`src/rtl/game_matrix_pkg.sv`:
```
// Shared types and helpers for the game board renderer: FSM encoding, pixel
// indexing and cell distance (Chebyshev when GAME_MATRIX_DIAG_EN is defined, else Manhattan).
package game_matrix_pkg;

   localparam int COLOR_W = 2;

   typedef enum logic [1:0] {
      ST_IDLE = 2'd0,
      ST_ANIM = 2'd1,
      ST_DONE = 2'd2
   } state_t;

   // Widths never drop to zero so single-row/column boards still elaborate.
   function automatic int clog2_min1(input int v);
      return (v > 1) ? $clog2(v) : 1;
   endfunction

   function automatic int pix_index(input int x, input int y, input int pix_w);
      return y * pix_w + x;
   endfunction

   function automatic int abs_i(input int v);
      return (v < 0) ? -v : v;
   endfunction

   function automatic int cell_dist(input int dr, input int dc);
`ifdef GAME_MATRIX_DIAG_EN
      return (abs_i(dr) > abs_i(dc)) ? abs_i(dr) : abs_i(dc);
`else
      return abs_i(dr) + abs_i(dc);
`endif
   endfunction

   // Frame f lights the band of rings from max(f-1,0) out to min(f,radius).
   function automatic logic ring_hit(input int d, input int f, input int radius);
      int lo;
      int hi;
      lo = (f > 0) ? f - 1 : 0;
      hi = (f < radius) ? f : radius;
      return (d >= lo) && (d <= hi);
   endfunction

endpackage

```
`src/rtl/game_frame_tick.sv`:
```
// Animation frame divider: counts DIV cycles while run is high, pulses tick on
// the last cycle of each frame; clr restarts the frame synchronously.
module game_frame_tick
   import game_matrix_pkg::*;
#(
   parameter int DIV = 5_000_000
) (
   input  logic clk,
   input  logic rst_n,
   input  logic clr,
   input  logic run,
   output logic tick
);

   localparam int             DW      = clog2_min1(DIV);
   localparam logic [DW-1:0]  CNT_TOP = DW'(DIV - 1);

   logic [DW-1:0] count_reg;

   always_ff @(posedge clk or negedge rst_n) begin
      if (!rst_n) begin
         count_reg <= '0;
      end else if (clr) begin
         count_reg <= '0;
      end else if (run) begin
         count_reg <= (count_reg == CNT_TOP) ? '0 : count_reg + 1'b1;
      end
   end

   assign tick = run && (count_reg == CNT_TOP);

endmodule

```
`src/rtl/game_matrix_anim.sv`:
```
// Game board renderer: cursor cell in IDLE, expanding blast rings on boom_start.
// Define GAME_MATRIX_DIAG_EN for square (8-connected) blast rings.
module game_matrix_anim
   import game_matrix_pkg::*;
#(
   parameter  int GRID_W = 4,
   parameter  int GRID_H = 4,
   parameter  int CELL   = 2,
   parameter  int RADIUS = 1,
   parameter  int DIV    = 5_000_000,
   localparam int PIX_W  = GRID_W * CELL,
   localparam int PIX_H  = GRID_H * CELL,
   localparam int MW     = 2 * PIX_W * PIX_H,
   localparam int CW     = clog2_min1(GRID_W),
   localparam int RW     = clog2_min1(GRID_H)
) (
   input  logic          clk,
   input  logic          rst_n,
   input  logic          en,
   input  logic [RW-1:0] pos_row,
   input  logic [CW-1:0] pos_col,
   input  logic [1:0]    color,
   input  logic          boom_start,
   output logic          boom_busy,
   output logic          boom_done,
   output logic [MW-1:0] matrix_data
);

   localparam int            CELLS      = GRID_W * GRID_H;
   localparam int            FW         = clog2_min1(RADIUS + 2);
   localparam logic [FW-1:0] LAST_FRAME = FW'(RADIUS + 1);

   state_t               state_reg;
   logic [FW-1:0]        frame_reg;
   logic [RW-1:0]        row_reg;
   logic [CW-1:0]        col_reg;
   logic [COLOR_W-1:0]   color_reg;
   logic                 busy_reg;
   logic                 done_reg;
   logic [MW-1:0]        matrix_reg;

   logic                 accept;
   logic                 anim_run;
   logic                 frame_tick;
   logic [CELLS-1:0]     cell_on;
   logic [COLOR_W-1:0]   draw_color;
   logic [MW-1:0]        matrix_next;

   assign accept   = (state_reg == ST_IDLE) && boom_start;
   assign anim_run = (state_reg == ST_ANIM);

   game_frame_tick #(
      .DIV (DIV)
   ) u_frame_tick (
      .clk   (clk),
      .rst_n (rst_n),
      .clr   (accept),
      .run   (anim_run),
      .tick  (frame_tick)
   );

   always_ff @(posedge clk or negedge rst_n) begin
      if (!rst_n) begin
         state_reg <= ST_IDLE;
         frame_reg <= '0;
         row_reg   <= '0;
         col_reg   <= '0;
         color_reg <= '0;
         busy_reg  <= 1'b0;
         done_reg  <= 1'b0;
      end else begin
         case (state_reg)
            ST_IDLE: begin
               if (boom_start) begin
                  state_reg <= ST_ANIM;
                  frame_reg <= '0;
                  row_reg   <= pos_row;
                  col_reg   <= pos_col;
                  color_reg <= color;
                  busy_reg  <= 1'b1;
               end
            end
            ST_ANIM: begin
               if (frame_tick) begin
                  if (frame_reg == LAST_FRAME) begin
                     state_reg <= ST_DONE;
                     busy_reg  <= 1'b0;
                     done_reg  <= 1'b1;
                  end else begin
                     frame_reg <= frame_reg + 1'b1;
                  end
               end
            end
            ST_DONE: begin
               state_reg <= ST_IDLE;
               frame_reg <= '0;
               done_reg  <= 1'b0;
            end
            default: begin
               state_reg <= ST_IDLE;
               busy_reg  <= 1'b0;
               done_reg  <= 1'b0;
            end
         endcase
      end
   end

   assign draw_color = anim_run ? color_reg : color;

   genvar gi, gj;
   generate
      for (gi = 0; gi < CELLS; gi++) begin : g_cell
         localparam int CR = gi / GRID_W;
         localparam int CC = gi % GRID_W;
         logic cursor_hit;
         logic blast_hit;
         // Out-of-range positions simply never match any cell.
         assign cursor_hit = (int'(pos_row) == CR) && (int'(pos_col) == CC);
         assign blast_hit  = ring_hit(cell_dist(CR - int'(row_reg), CC - int'(col_reg)),
                                      int'(frame_reg), RADIUS);
         assign cell_on[gi] = ((state_reg == ST_IDLE) && cursor_hit) ||
                              (anim_run && blast_hit);
      end

      for (gi = 0; gi < PIX_H; gi++) begin : g_pix_row
         for (gj = 0; gj < PIX_W; gj++) begin : g_pix_col
            localparam int P  = pix_index(gj, gi, PIX_W);
            localparam int CI = (gi / CELL) * GRID_W + (gj / CELL);
            assign matrix_next[2*P]   = cell_on[CI] & draw_color[1];
            assign matrix_next[2*P+1] = cell_on[CI] & draw_color[0];
         end
      end
   endgenerate

   always_ff @(posedge clk or negedge rst_n) begin
      if (!rst_n) begin
         matrix_reg <= '0;
      end else begin
         matrix_reg <= en ? matrix_next : '0;
      end
   end

   assign boom_busy   = busy_reg;
   assign boom_done   = done_reg;
   assign matrix_data = matrix_reg;

endmodule

```
`config.mk`:
```
export PLATFORM = sky130hd
export DESIGN_NAME = game_matrix_anim
export DESIGN_NICKNAME = d
export VERILOG_FILES = /design/src/rtl/game_matrix_pkg.sv /design/src/rtl/game_frame_tick.sv /design/src/rtl/game_matrix_anim.sv
export SDC_FILE = /design/constraint.sdc
export NUM_CORES = 1
export LEC_CHECK = 0
export ABC_AREA = 0
export ABC_CLOCK_PERIOD_IN_PS = 7250
export BUFFER_PORTS_ARGS = -buffer_cell sky130_fd_sc_hd__buf_2
export CAP_MARGIN = 30
export CORE_MARGIN = 3
export CORE_UTILIZATION = 30
export CTS_CLUSTER_SIZE = 24
export DETAILED_ROUTE_END_ITERATION = 8
export SETUP_SLACK_MARGIN = 0.1
export SYNTH_ARGS = -nofsm -noshare
export SYNTH_HDL_FRONTEND = slang
export SYNTH_SLANG_ARGS = --single-unit
export TNS_END_PERCENT = 20
```
`constraint.sdc`:
```
create_clock -name clk -period 7.25 [get_ports clk]
set_input_delay 1.45 -clock clk [delete_from_list [all_inputs] [get_ports clk]]
set_output_delay 1.45 -clock clk [all_outputs]
set_load 0.005 [all_outputs]
```
==> results of run 1 <==
## kinds of logic (layout without fill, tap and decap cells)
logic type / after synthesis / after routing
AO/OA/AOI/OAI: 825 / 825
AND/OR/NAND/NOR: 791 / 791
adder cells (fa/ha/maj): 562 / 562
buffers and inverters: 315 / 289
flip-flops: 67 / 67
XOR/XNOR: 60 / 60
multiplexers: 24 / 24
other: 2 / 472
## worst register-to-register path: stages (launching register included)
cell and delay [ns]:
dfrtp_1 0.50, ha_1 0.56, nand2_4 0.43, inv_2 0.44
ha_1 0.70, clkinv_1 0.52, o21a_1 0.33, xnor2_1 0.18
ha_1 0.27, a21oi_1 0.17, nor2b_1 0.06, o21ai_0 0.19
a311oi_1 0.15, or3_1 0.39, a211oi_1 0.29, mux2i_1 0.28
a211oi_1 0.11
## cell type report
cell class                 count  area [um^2]  share of cell area
multi-input combinational   2734        18600               0.810
timing repair buffer         158          841              0.0366
inverter                     115          432              0.0188
tap                          864         1080              0.0471
clock buffer                  10          239              0.0104
clock inverter                 6         95.1             0.00414
sequential                    67         1680              0.0730
## layout by cell type, fill, tap and decap left out, drive strengths merged, types with 17 or more instances in the layout
cell	count
a211oi	54
a21o	61
a21oi	306
a31oi	24
and3	24
buf	158
conb	472
dfrtp	67
fa	17
ha	545
inv	117
nand2	190
nand2b	36
nand3	79
nand4	82
nor2	205
nor2b	29
nor3	49
nor4	21
o21a	22
o21ai	205
o31ai	23
xnor2	48
## worst paths after layout
path                                                          to
max                                    matrix_data[59]$_DFF_PN0_
min                        u_frame_tick.count_reg[5]$_DFFE_PN0P_
max reg2reg                            matrix_data[59]$_DFF_PN0_
min reg2reg                u_frame_tick.count_reg[5]$_DFFE_PN0P_
max in group asynchronous              matrix_data[87]$_DFF_PN0_
min in group asynchronous              matrix_data[59]$_DFF_PN0_
## report_power, final
part / total, uW / internal (uW) / leakage (uW) / switching (uW)
Combinational: 297 / 114 / 0.0114 / 183
Clock: 541 / 315 / 0.000164 / 225
Sequential: 374 / 374 / 0.000890 / 0
## through the flow
stage	instance area, um^2	worst slack [ns]	utilization
global route	23000	1.12	0.348
global placement	22600	1.76	0.343
CTS	23000	1.60	0.348
detailed placement	22600	1.62	0.343
floorplan	21800	1.76	-
finish	23000	1.56	0.348
## Yosys cell counts, types with 9 or more instances
library cell  count
inv_1           111
ha_1            545
dfrtp_1          67
nand4_1          82
or4_1            12
a21oi_1         306
xnor2_1          48
o31ai_1          23
nor4_1           21
o22ai_1          15
a21o_1           61
o21ai_1          10
xor2_1           12
and2_1           11
o21ai_0         195
a31oi_1          24
buf_1            16
o21a_1           22
fa_1             17
or3_1            10
o211ai_1         13
a211oi_1         53
mux2_2           10
nand2_1         189
or2_2             9
clkbuf_1         87
mux2i_1          13
nor2b_1          29
nor3_1           49
nor2_1          204
and3_1           24
a2111oi_0        16
and4_1            9
nand2b_1         36
nand3_1          79
o21bai_1          9
buf_4            96
## routing by layer
metal	wire (um)	up-vias
li1	-	10200
met4	1380	4
met5	31	-
met1	27700	8894
met2	25000	330
met3	2040	63
==> results.tsv, run 1 <==
stage	metric	value	unit
timing	Final Critical Period	5.69	ns
clocking	CTS Buf Count	9	
detailed_routing	initial DRC count	1241	
die	Die X	265	um
logic_synthesis	Mapped Area	20100	um^2
worst_setup_path	slowest CP cell	ha_1	
logic_synthesis	Post-synth EDFFs	0	
logic_synthesis	synthesis-stage register bit count	67	
worst_setup_path	CP Cell Sequence	ha_1 -> nand2_4 -> inv_2 -> ha_1 -> clkinv_1 -> o21a_1 -> xnor2_1 -> ha_1 -> a21oi_1 -> nor2b_1 -> o21ai_0 -> a311oi_1 -> or3_1 -> a211oi_1 -> mux2i_1 -> a211oi_1	
clocking	Clock transition at path regs	0.07	ns
worst_setup_path	CP Max Fanout	46	
layout	area grow syn2layout	14.5	%
logic_synthesis	Synth Area in Adders	0.357	
logic_synthesis	library cells used by synthesis	82	
die	initial core utilization	0.304	
logic_synthesis	share of the synthesized area in the top cell type	0.340	
clocking	Setup Buffers After CTS	0	
clocking	CTS sink cnt	67	
layout	diode count	0	
logic_synthesis	main flop type after synthesis	dfrtp_1	
logic_synthesis	Compound-Gate Fraction of Synth Area	0.249	
die	FP Rows	94	
worst_setup_path	Crit Path Class	register to register	
detailed_routing	drt pass-1 iters	5	
logic_synthesis	Synth Area in XOR/XNOR	0.0262	
clocking	CTS tree	yes	
worst_setup_path	r2r setup slk	1.56	ns
timing	unrepaired setup endpoints after global routing	false	
flow_run	max cap viols	0	
worst_hold_path	Tightest Hold Check Type	register to register	
power	worst IR drop on VDD	112	uV
worst_setup_path	CP max stage delay	0.69	ns
worst_hold_path	Hold Path Stages	1	
detailed_routing	post-route antenna net violation count	0	
worst_setup_path	WP buf/inv	2	
worst_hold_path	HP Start	u_frame_tick.count_reg[5]$_DFFE_PN0P_	
grt	global-route layer with the greatest usage	met2	
timing	Worst Skew	0.0131	ns
clocking	CTS max path bufs	2	
timing	fmax	0.176	GHz
detailed_routing	wirelength, routed	56100	um
logic_synthesis	Synth warnings	0	
timing	Hold WS	0.503	ns
detailed_routing	Remaining DRCs	0	
placement	Placer Congestion	0.874	
worst_setup_path	crit end category	register	
worst_setup_path	worst r2r src	col_reg[1]$_DFFE_PN0P_	
worst_setup_path	CP arrival	5.94	ns
die	core box area	66000	um^2
run_status	outcome	finished clean	
worst_setup_path	top cell family by delay on the critical path	adder cells	
clocking	CTS root buf	clkbuf_16	
grt	met3 usage	0.0170	
grt	total track usage	0.158	
die	io pins	140	
detailed_routing	Vias/cell	4.93	
power	power per cell area	52.7	nW/um^2
placement	total placed cells including tap cells	3938	
timing	Worst-Margin Slew	0.965	ns
timing	setup violators final	0	
logic_synthesis	leading area contributor after synthesis	ha_1	
timing	Final Slew Violations	0	
grt	vias in the first global route	17900	
layout	layout cell share with drive strength beyond 1	0.0673	
power	Final Power	1210	uW
grt	largest net degree at the start of global routing	58	
logic_synthesis	Synth Instances	2646	
layout	max reg flops	32	
logic_synthesis	largest cells by area after synthesis	ha_1 34%, dfrtp_1 8.4%, a21oi_1 7.6%	
timing	Final Hold Viols	0	
layout	Non-Filler Instances	3954	
logic_synthesis	Async SR Flop Fraction	1.00	
worst_setup_path	CP Launch Type	register	
clocking	clk_lat worst skew	0.39	ns
power	Lkg Pwr	0.0125	uW
layout	Filler Cell Count	7033	
logic_synthesis	largest family of logic cells by synthesized area	adder cells	
grt	global route overflow	0	
worst_setup_path	WP data required	7.50	ns
grt	grt met2 use	0.263	
worst_setup_path	Most common cell on crit path	ha_1	
timing	Slew HR	0.356	
timing	Fin Setup TNS	0	ns
detailed_routing	DR WL/cell	14.2	um
clocking	htree depth	3	
grt	global-route wire length before repair	91400	um
worst_setup_path	FF-to-FF path depth	16	
clocking	post-cts sizing count	0	
logic_synthesis	mux contribution to synthesized area	0.0127	
placement	post-DP HPWL	45300	um
logic_synthesis	Synth Area in Simple Gates	0.194	
detailed_routing	routed vias	19500	
placement	PortBufs	139	
logic_synthesis	Post-Syn Area per Cell	7.58	um^2
worst_setup_path	Levels on crit path	16	
timing	Final Cycle Share	0.785	
worst_setup_path	Worst setup startpoint	col_reg[1]$_DFFE_PN0P_	
clocking	Hold Buf Count CTS	0	
grt	met1 usage	0.217	
logic_synthesis	post-synthesis sequential area ratio	0.0836	
die	Die ar.	70000	um^2
layout	Final nets	3657	
die	die height	265	um
grt	initial antenna violation count	2	
No activity file was read; power rests on OpenSTA's default activity.
==> run 2: changes to the inputs <==
--- a/config.mk
+++ b/config.mk
@@ -5,8 +5,8 @@
 export SDC_FILE = /design/constraint.sdc
 export NUM_CORES = 1
 export LEC_CHECK = 0
-export ABC_AREA = 0
-export ABC_CLOCK_PERIOD_IN_PS = 7250
+export ABC_AREA = 1
+export ABC_CLOCK_PERIOD_IN_PS = 4650
 export BUFFER_PORTS_ARGS = -buffer_cell sky130_fd_sc_hd__buf_2
 export CAP_MARGIN = 30
 export CORE_MARGIN = 3
==> constraint.sdc (replaced) <==
create_clock -name clk -period 4.65 [get_ports clk]
set_input_delay 0.93 -clock clk [delete_from_list [all_inputs] [get_ports clk]]
set_output_delay 0.93 -clock clk [all_outputs]
set_load 0.005 [all_outputs]
==> run 2 against run 1 <==
Net effect: synthesized cell count rose by 20%; sequential cell count stayed put; first-iteration DRC count shrank 21%; via count up 5.9%; largest cell class unchanged; largest power group is now combinational cells.
==> results.tsv, run 2 <==
stage	metric	value	unit
run_status	outcome	finished clean	
worst_setup_path	Crit Path Class	register to register	
power	Clock Power Share	0.225	
grt	total track usage	0.148	
clocking	htree depth	3	
worst_setup_path	slowest CP cell	ha_2	
worst_setup_path	CP arrival	4.46	ns
worst_setup_path	Most common cell on crit path	nand2_1	
timing	Final Critical Period	4.24	ns
timing	unrepaired setup endpoints after global routing	true	
layout	Filler Cell Count	7589	
logic_synthesis	largest cells by area after synthesis	ha_1 33%, nand2_1 12%, dfrtp_1 8.0%	
power	worst IR drop on VDD	193	uV
detailed_routing	routed vias	20700	
clocking	CTS Buf Count	9	
clocking	Clock transition at path regs	0.07	ns
worst_setup_path	crit end category	register	
timing	Worst Skew	0.0173	ns
die	core box area	68800	um^2
die	FP Rows	96	
timing	Slew HR	0.396	
power	switching power	1670	uW
grt	global route overflow	0	
clocking	CTS tree	yes	
logic_synthesis	leading area contributor after synthesis	ha_1	
worst_setup_path	CP max stage delay	0.47	ns
clocking	CTS sink cnt	67	
logic_synthesis	count leader, synth	nand2_1	
worst_hold_path	Hold Path Stages	1	
logic_synthesis	Synth Instances	3174	
logic_synthesis	Post-synth EDFFs	0	
worst_setup_path	CP Launch Type	register	
detailed_routing	DR WL/cell	11.8	um
timing	Fin Setup TNS	0	ns
logic_synthesis	Mapped Area	20900	um^2
detailed_routing	Remaining DRCs	0	
power	Gate power share	0.602	
power	Lkg Pwr	0.0150	uW
logic_synthesis	Async SR Flop Fraction	1.00	
logic_synthesis	synthesis-stage register bit count	67	
die	initial core utilization	0.304	
detailed_routing	initial DRC count	979	
layout	Non-Filler Instances	4627	
detailed_routing	Vias/cell	4.46	
placement	total placed cells including tap cells	4606	
timing	Worst-Margin Slew	0.903	ns
grt	largest net degree at the start of global routing	45	
grt	vias in the first global route	18800	
power	power per cell area	144	nW/um^2
grt	initial antenna violation count	4	
worst_hold_path	HP Start	state_reg[1]$_DFFE_PN0P_	
die	Die ar.	72900	um^2
worst_setup_path	CP Cell Sequence	inv_1 -> ha_1 -> nand2_1 -> clkinvlp_4 -> buf_4 -> ha_2 -> inv_2 -> nor2_2 -> inv_2 -> o21ai_4 -> xor2_4 -> inv_1 -> ha_1 -> nand2_1 -> nor3_1 -> nand4_1 -> nor2_1 -> nand2_1 -> nand3_1 -> nand3_1 -> nand2_1 -> a21oi_1	
worst_hold_path	Endpoint, Worst Hold	boom_done$_DFFE_PN0P_	
clocking	clk_lat worst skew	0.37	ns
power	sequential power share	0.173	
layout	area grow syn2layout	16.2	%
worst_setup_path	FF-to-FF End	matrix_data[59]$_DFF_PN0_	
worst_setup_path	worst r2r src	row_reg[1]$_DFFE_PN0P_	
placement	post-DP HPWL	45800	um
timing	Final Hold Viols	0	
grt	global-route wire length before repair	90600	um
worst_setup_path	CP Max Fanout	11	
clocking	CTS max path bufs	2	
worst_setup_path	r2r setup slk	0.41	ns
worst_hold_path	Tightest Hold Check Type	register to register	
detailed_routing	drt pass-1 iters	5	
detailed_routing	wirelength, routed	54600	um
placement	Placer Congestion	0.868	
placement	PortBufs	139	
layout	commonest non-fill, non-tap cell in the layout	nand2_1	
flow_run	max cap viols	0	
worst_setup_path	FF-to-FF path depth	22	
detailed_routing	post-route antenna net violation count	0	
timing	fmax	0.236	GHz
clocking	CTS root buf	clkbuf_16	
logic_synthesis	post-synthesis sequential area ratio	0.0802	
clocking	Hold Buf Count CTS	0	
worst_setup_path	WP buf/inv	6	
logic_synthesis	Synth warnings	0	
layout	commonest cells after routing, fill and taps aside	673 x nand2_1, 539 x ha_1, 472 x conb_1	
worst_setup_path	top cell family by delay on the critical path	simple AND/OR/NAND/NOR gates	
die	Die X	270	um
die	io pins	140	
power	internal power	1820	uW
layout	max reg flops	32	
logic_synthesis	main flop type after synthesis	dfrtp_1	
timing	Final Cycle Share	0.911	
logic_synthesis	commonest cells in the netlist	673 x nand2_1, 545 x ha_1, 397 x inv_1	
layout	layout cell share with drive strength beyond 1	0.0772	
die	die height	270	um
worst_setup_path	Worst setup startpoint	row_reg[1]$_DFFE_PN0P_	
timing	Final Slew Violations	0	
worst_setup_path	WP data required	4.87	ns
logic_synthesis	library cells used by synthesis	61	
layout	Final nets	4260	
logic_synthesis	Post-Syn Area per Cell	6.59	um^2
timing	setup violators final	0	
power	Sw Share	0.478	
logic_synthesis	share of the synthesized area in the top cell type	0.326	
## run 2: stage by stage
step	instance area (um^2)	utilization	setup slack, ns	total power [uW]	hold slack, ns
finish	24300	0.353	0.413	3500	0.481
global route	24300	0.353	0.0114	3930	0.513
global placement	23800	0.346	0.292	2660	0.461
floorplan	22700	-	0.173	2230	0.443
CTS	24200	0.351	0.190	3500	0.483
detailed placement	23900	0.347	0.227	2690	0.469
## run 2: what timing repair did
| action | 4_1_cts | 5_1_grt |
|---|---|---|
| buffers inserted | 0 | 2 |
| setup endpoints to repair | 0 | 15 |
| resized for setup | 0 | 22 |
| endpoints found under the hold margin | 0 | 0 |
## run 2: power by group through the flow
stage / registers [uW] / clock network [uW] / logic [uW]
after floorplan: 615 / 0 / 1610
after global placement: 616 / 0 / 2050
after detailed placement: 616 / 0 / 2070
after CTS: 605 / 811 / 2090
after global routing: 607 / 827 / 2490
final: 605 / 787 / 2100
## run 2: cell families after synthesis
kind of cell | share of synthesized area
adder cells (fa/ha/maj) | 0.343
XOR/XNOR | 0.0326
AND/OR/NAND/NOR | 0.272
AO/OA/AOI/OAI | 0.149
buffers and inverters | 0.123
other | 0.000359
flip-flops | 0.0802
## run 2: cell type report
cell class,instances,area [um^2],share of cell area
multi-input combinational,3008,18500,0.761
clock buffer,9,225,0.00928
clock inverter,7,78.8,0.00325
antenna,3,7.51,0.000309
inverter,418,1580,0.0650
timing repair buffer,184,1060,0.0436
tap,931,1160,0.0480
sequential,67,1680,0.0692
## run 2: worst reg2reg max path: cells and delay by family, from the launching register on
family	cells	cell delay [ns]
flip-flops	1	0.46
AO/OA/AOI/OAI	2	0.32
buffers and inverters	6	0.87
adder cells (fa/ha/maj)	3	0.96
XOR/XNOR	1	0.22
AND/OR/NAND/NOR	10	1.25
## run 2: worst max path at each step
| stage | depth (start not counted) | slack (ns) | endpoint |
|---|---|---|---|
| 3_5_place_dp | 20 | 0.23 | matrix_data[55]$_DFF_PN0_ |
| 5_1_grt | 23 | 0.01 | matrix_data[58]$_DFF_PN0_ |
| 4_1_cts | 20 | 0.19 | matrix_data[54]$_DFF_PN0_ |
| 2_1_floorplan | 20 | 0.17 | matrix_data[50]$_DFF_PN0_ |
| 6_report | 22 | 0.41 | matrix_data[59]$_DFF_PN0_ |
| 3_3_place_gp | 20 | 0.29 | matrix_data[54]$_DFF_PN0_ |
## run 2: routing by layer
| metal | up-vias | part of all wire | wire, um | GRT usage |
|---|---|---|---|---|
| met2 | 358 | 0.43 | 23300 | 0.242 |
| li1 | 11100 | - | - | - |
| met1 | 9126 | 0.51 | 27600 | 0.208 |
| met3 | 56 | 0.048 | 2610 | 0.0172 |
| met4 | 0 | 0.019 | 1050 | 0.0330 |
| met5 | - | 0 | 0 | 0 |
==> run 3: changes to the inputs <==
==> constraint.sdc (replaced) <==
create_clock -name clk -period 4.65 [get_ports clk]
set_input_delay 0.2325 -clock clk [delete_from_list [all_inputs] [get_ports clk]]
set_output_delay 0.2325 -clock clk [all_outputs]
set_load 0.005 [all_outputs]
==> run 3 against run 2 <==
Net effect: worst setup slack better by 0.032 ns; design area is essentially flat; register-to-register slack better by 0.03 ns; highest routed layer is now met5; die area did not move; clock power increased by 8.4%; sequential cell count unchanged; sequential share of layout area hardly changed; hold slack got worse by 0.33 ns; routed wire length increased by 0.26%; total power up 1.9%; combinational power about the same; first-iteration DRC count down 0.92%.
==> results.tsv, run 3 (synthesis gave the netlist of run 2 again) <==
stage	metric	value	unit
clocking	CTS sink cnt	67	
placement	post-DP HPWL	46000	um
timing	Final Critical Period	4.21	ns
power	power per cell area	147	nW/um^2
clocking	CTS Buf Count	9	
timing	fmax	0.238	GHz
power	internal power	1880	uW
power	worst IR drop on VDD	204	uV
power	Lkg Pwr	0.0150	uW
detailed_routing	routed vias	20600	
power	switching power	1680	uW
clocking	CTS root buf	clkbuf_16	
grt	vias in the first global route	18700	
flow_run	max cap viols	0	
timing	Worst Skew	0.0141	ns
timing	Final Hold Viols	0	
worst_setup_path	CP arrival	4.49	ns
timing	unrepaired setup endpoints after global routing	true	
timing	Slew HR	0.360	
clocking	Clock transition at path regs	0.08	ns
die	Die ar.	72900	um^2
layout	max reg flops	32	
die	Die X	270	um
clocking	clk_lat worst skew	0.38	ns
layout	post-layout util	0.353	
worst_setup_path	CP Launch Type	register	
grt	initial antenna violation count	5	
layout	commonest non-fill, non-tap cell in the layout	nand2_1	
power	sequential power share	0.170	
die	FP Rows	96	
run_status	outcome	finished clean	
placement	PortBufs	139	
die	initial core utilization	0.304	
detailed_routing	initial DRC count	970	
timing	Fin Setup TNS	0	ns
clocking	CTS tree	yes	
grt	total track usage	0.148	
timing	Final Slew Violations	0	
worst_setup_path	CP Max Fanout	12	
detailed_routing	wirelength, routed	54700	um
layout	layout cell share with drive strength beyond 1	0.0766	
die	core box area	68800	um^2
die	die height	270	um
grt	largest net degree at the start of global routing	45	
timing	Worst-Margin Slew	0.955	ns
detailed_routing	drt pass-1 iters	5	
worst_setup_path	Crit Path Class	register to register	
grt	global-route wire length before repair	90700	um
clocking	CTS max path bufs	2	
worst_setup_path	WP data required	4.94	ns
power	Gate power share	0.591	
placement	Placer Congestion	0.876	
detailed_routing	DR WL/cell	11.8	um
worst_hold_path	Tightest Hold Check Type	input port to register	
layout	Final nets	4261	
worst_setup_path	crit end category	register	
power	Sw Share	0.472	
layout	commonest cells after routing, fill and taps aside	673 x nand2_1, 541 x ha_1, 472 x conb_1	
detailed_routing	post-route antenna net violation count	0	
detailed_routing	Vias/cell	4.46	
grt	global route overflow	0	
power	Clock Power Share	0.239	
timing	Final Cycle Share	0.904	
die	io pins	140	
timing	setup violators final	0	
detailed_routing	Remaining DRCs	0	
clocking	htree depth	3	
power	Final Power	3560	uW
layout	area grow syn2layout	16.2	%
run 3: cell count changes in the layout (fill, tap and decap cells not counted), sizes merged:
cell,before,now
bufinv,1,2
clkinv,3,2
diode,3,2
dlygate4sd3,0,1
run 3: layer usage:
| layer | GRT usage | routed length, um | vias to the layer above |
|---|---|---|---|
| li1 | - | - | 11100 |
| met1 | 0.210 | 27500 | 9143 |
| met2 | 0.242 | 23800 | 326 |
| met3 | 0.0155 | 2510 | 43 |
| met4 | 0.0318 | 974 | 2 |
| met5 | 0 | 13 | - |
run 3: final cells by class:
class                      instances  area (um^2)
timing repair buffer             185         1070
antenna                            2         5.00
sequential                        67         1680
inverter                         418         1580
multi-input combinational       3008        18500
clock buffer                       9          225
fill                            7578        44500
clock inverter                     7          104
tap                              931         1160
run 3: worst paths after layout:
| kind | endpoint | cells after the start | startpoint | slack, ns |
|---|---|---|---|---|
| max reg2reg | matrix_data[87]$_DFF_PN0_ | 23 | col_reg[1]$_DFFE_PN0P_ | 0.44 |
| min reg2reg | boom_done$_DFFE_PN0P_ | 1 | state_reg[1]$_DFFE_PN0P_ | 0.47 |
| max | matrix_data[87]$_DFF_PN0_ | 23 | col_reg[1]$_DFFE_PN0P_ | 0.44 |
| min | row_reg[1]$_DFFE_PN0P_ | 3 | pos_row[1] | 0.15 |
| max in group asynchronous | matrix_data[18]$_DFF_PN0_ | 3 | rst_n | 3.72 |
| min in group asynchronous | matrix_data[63]$_DFF_PN0_ | 2 | rst_n | 0.33 |
run 3: repair_timing:
item	CTS	global route
resized for setup	0	18
endpoints found under the hold margin	23	0
hold buffers	1	0
setup endpoints to repair	0	14
buffers inserted	0	2
run 3: through the flow:
stage               cell area (um^2)  setup slack, ns  hold WS, ns  cells
global route                   24300           0.0369        0.160   4625
global placement               23800            0.257        0.458   4605
detailed placement             23900            0.165        0.223   4606
floorplan                      22700            0.173      -0.0631   3644
CTS                            24200            0.120        0.123   4623
finish                         24300            0.445        0.149   4627
run 3: power by group through the flow:
stage | sequential [uW] | combinational (uW) | clock [uW]
after global placement | 616 | 2050 | 0
after global routing | 607 | 2490 | 890
after CTS | 605 | 2090 | 875
after floorplan | 615 | 1610 | 0
after detailed placement | 616 | 2080 | 0
final | 605 | 2110 | 853
run 3: critical path, cell delays in order (launching register included):
cell and delay [ns]:
dfrtp_2 0.47, inv_1 0.14, ha_1 0.25, nand2_2 0.13
clkinvlp_4 0.27, ha_1 0.53, nand3_1 0.11, nand3_1 0.15
nand2_1 0.12, nand2_1 0.17, nand3_1 0.10, nand2_1 0.18
a21oi_1 0.10, ha_1 0.30, nand2_1 0.06, nor2_1 0.12
nand4_1 0.12, nor2_1 0.21, nand2_1 0.10, nand2_1 0.06
nand2_1 0.04, nand3_1 0.07, nand3_1 0.10, a21oi_1 0.19
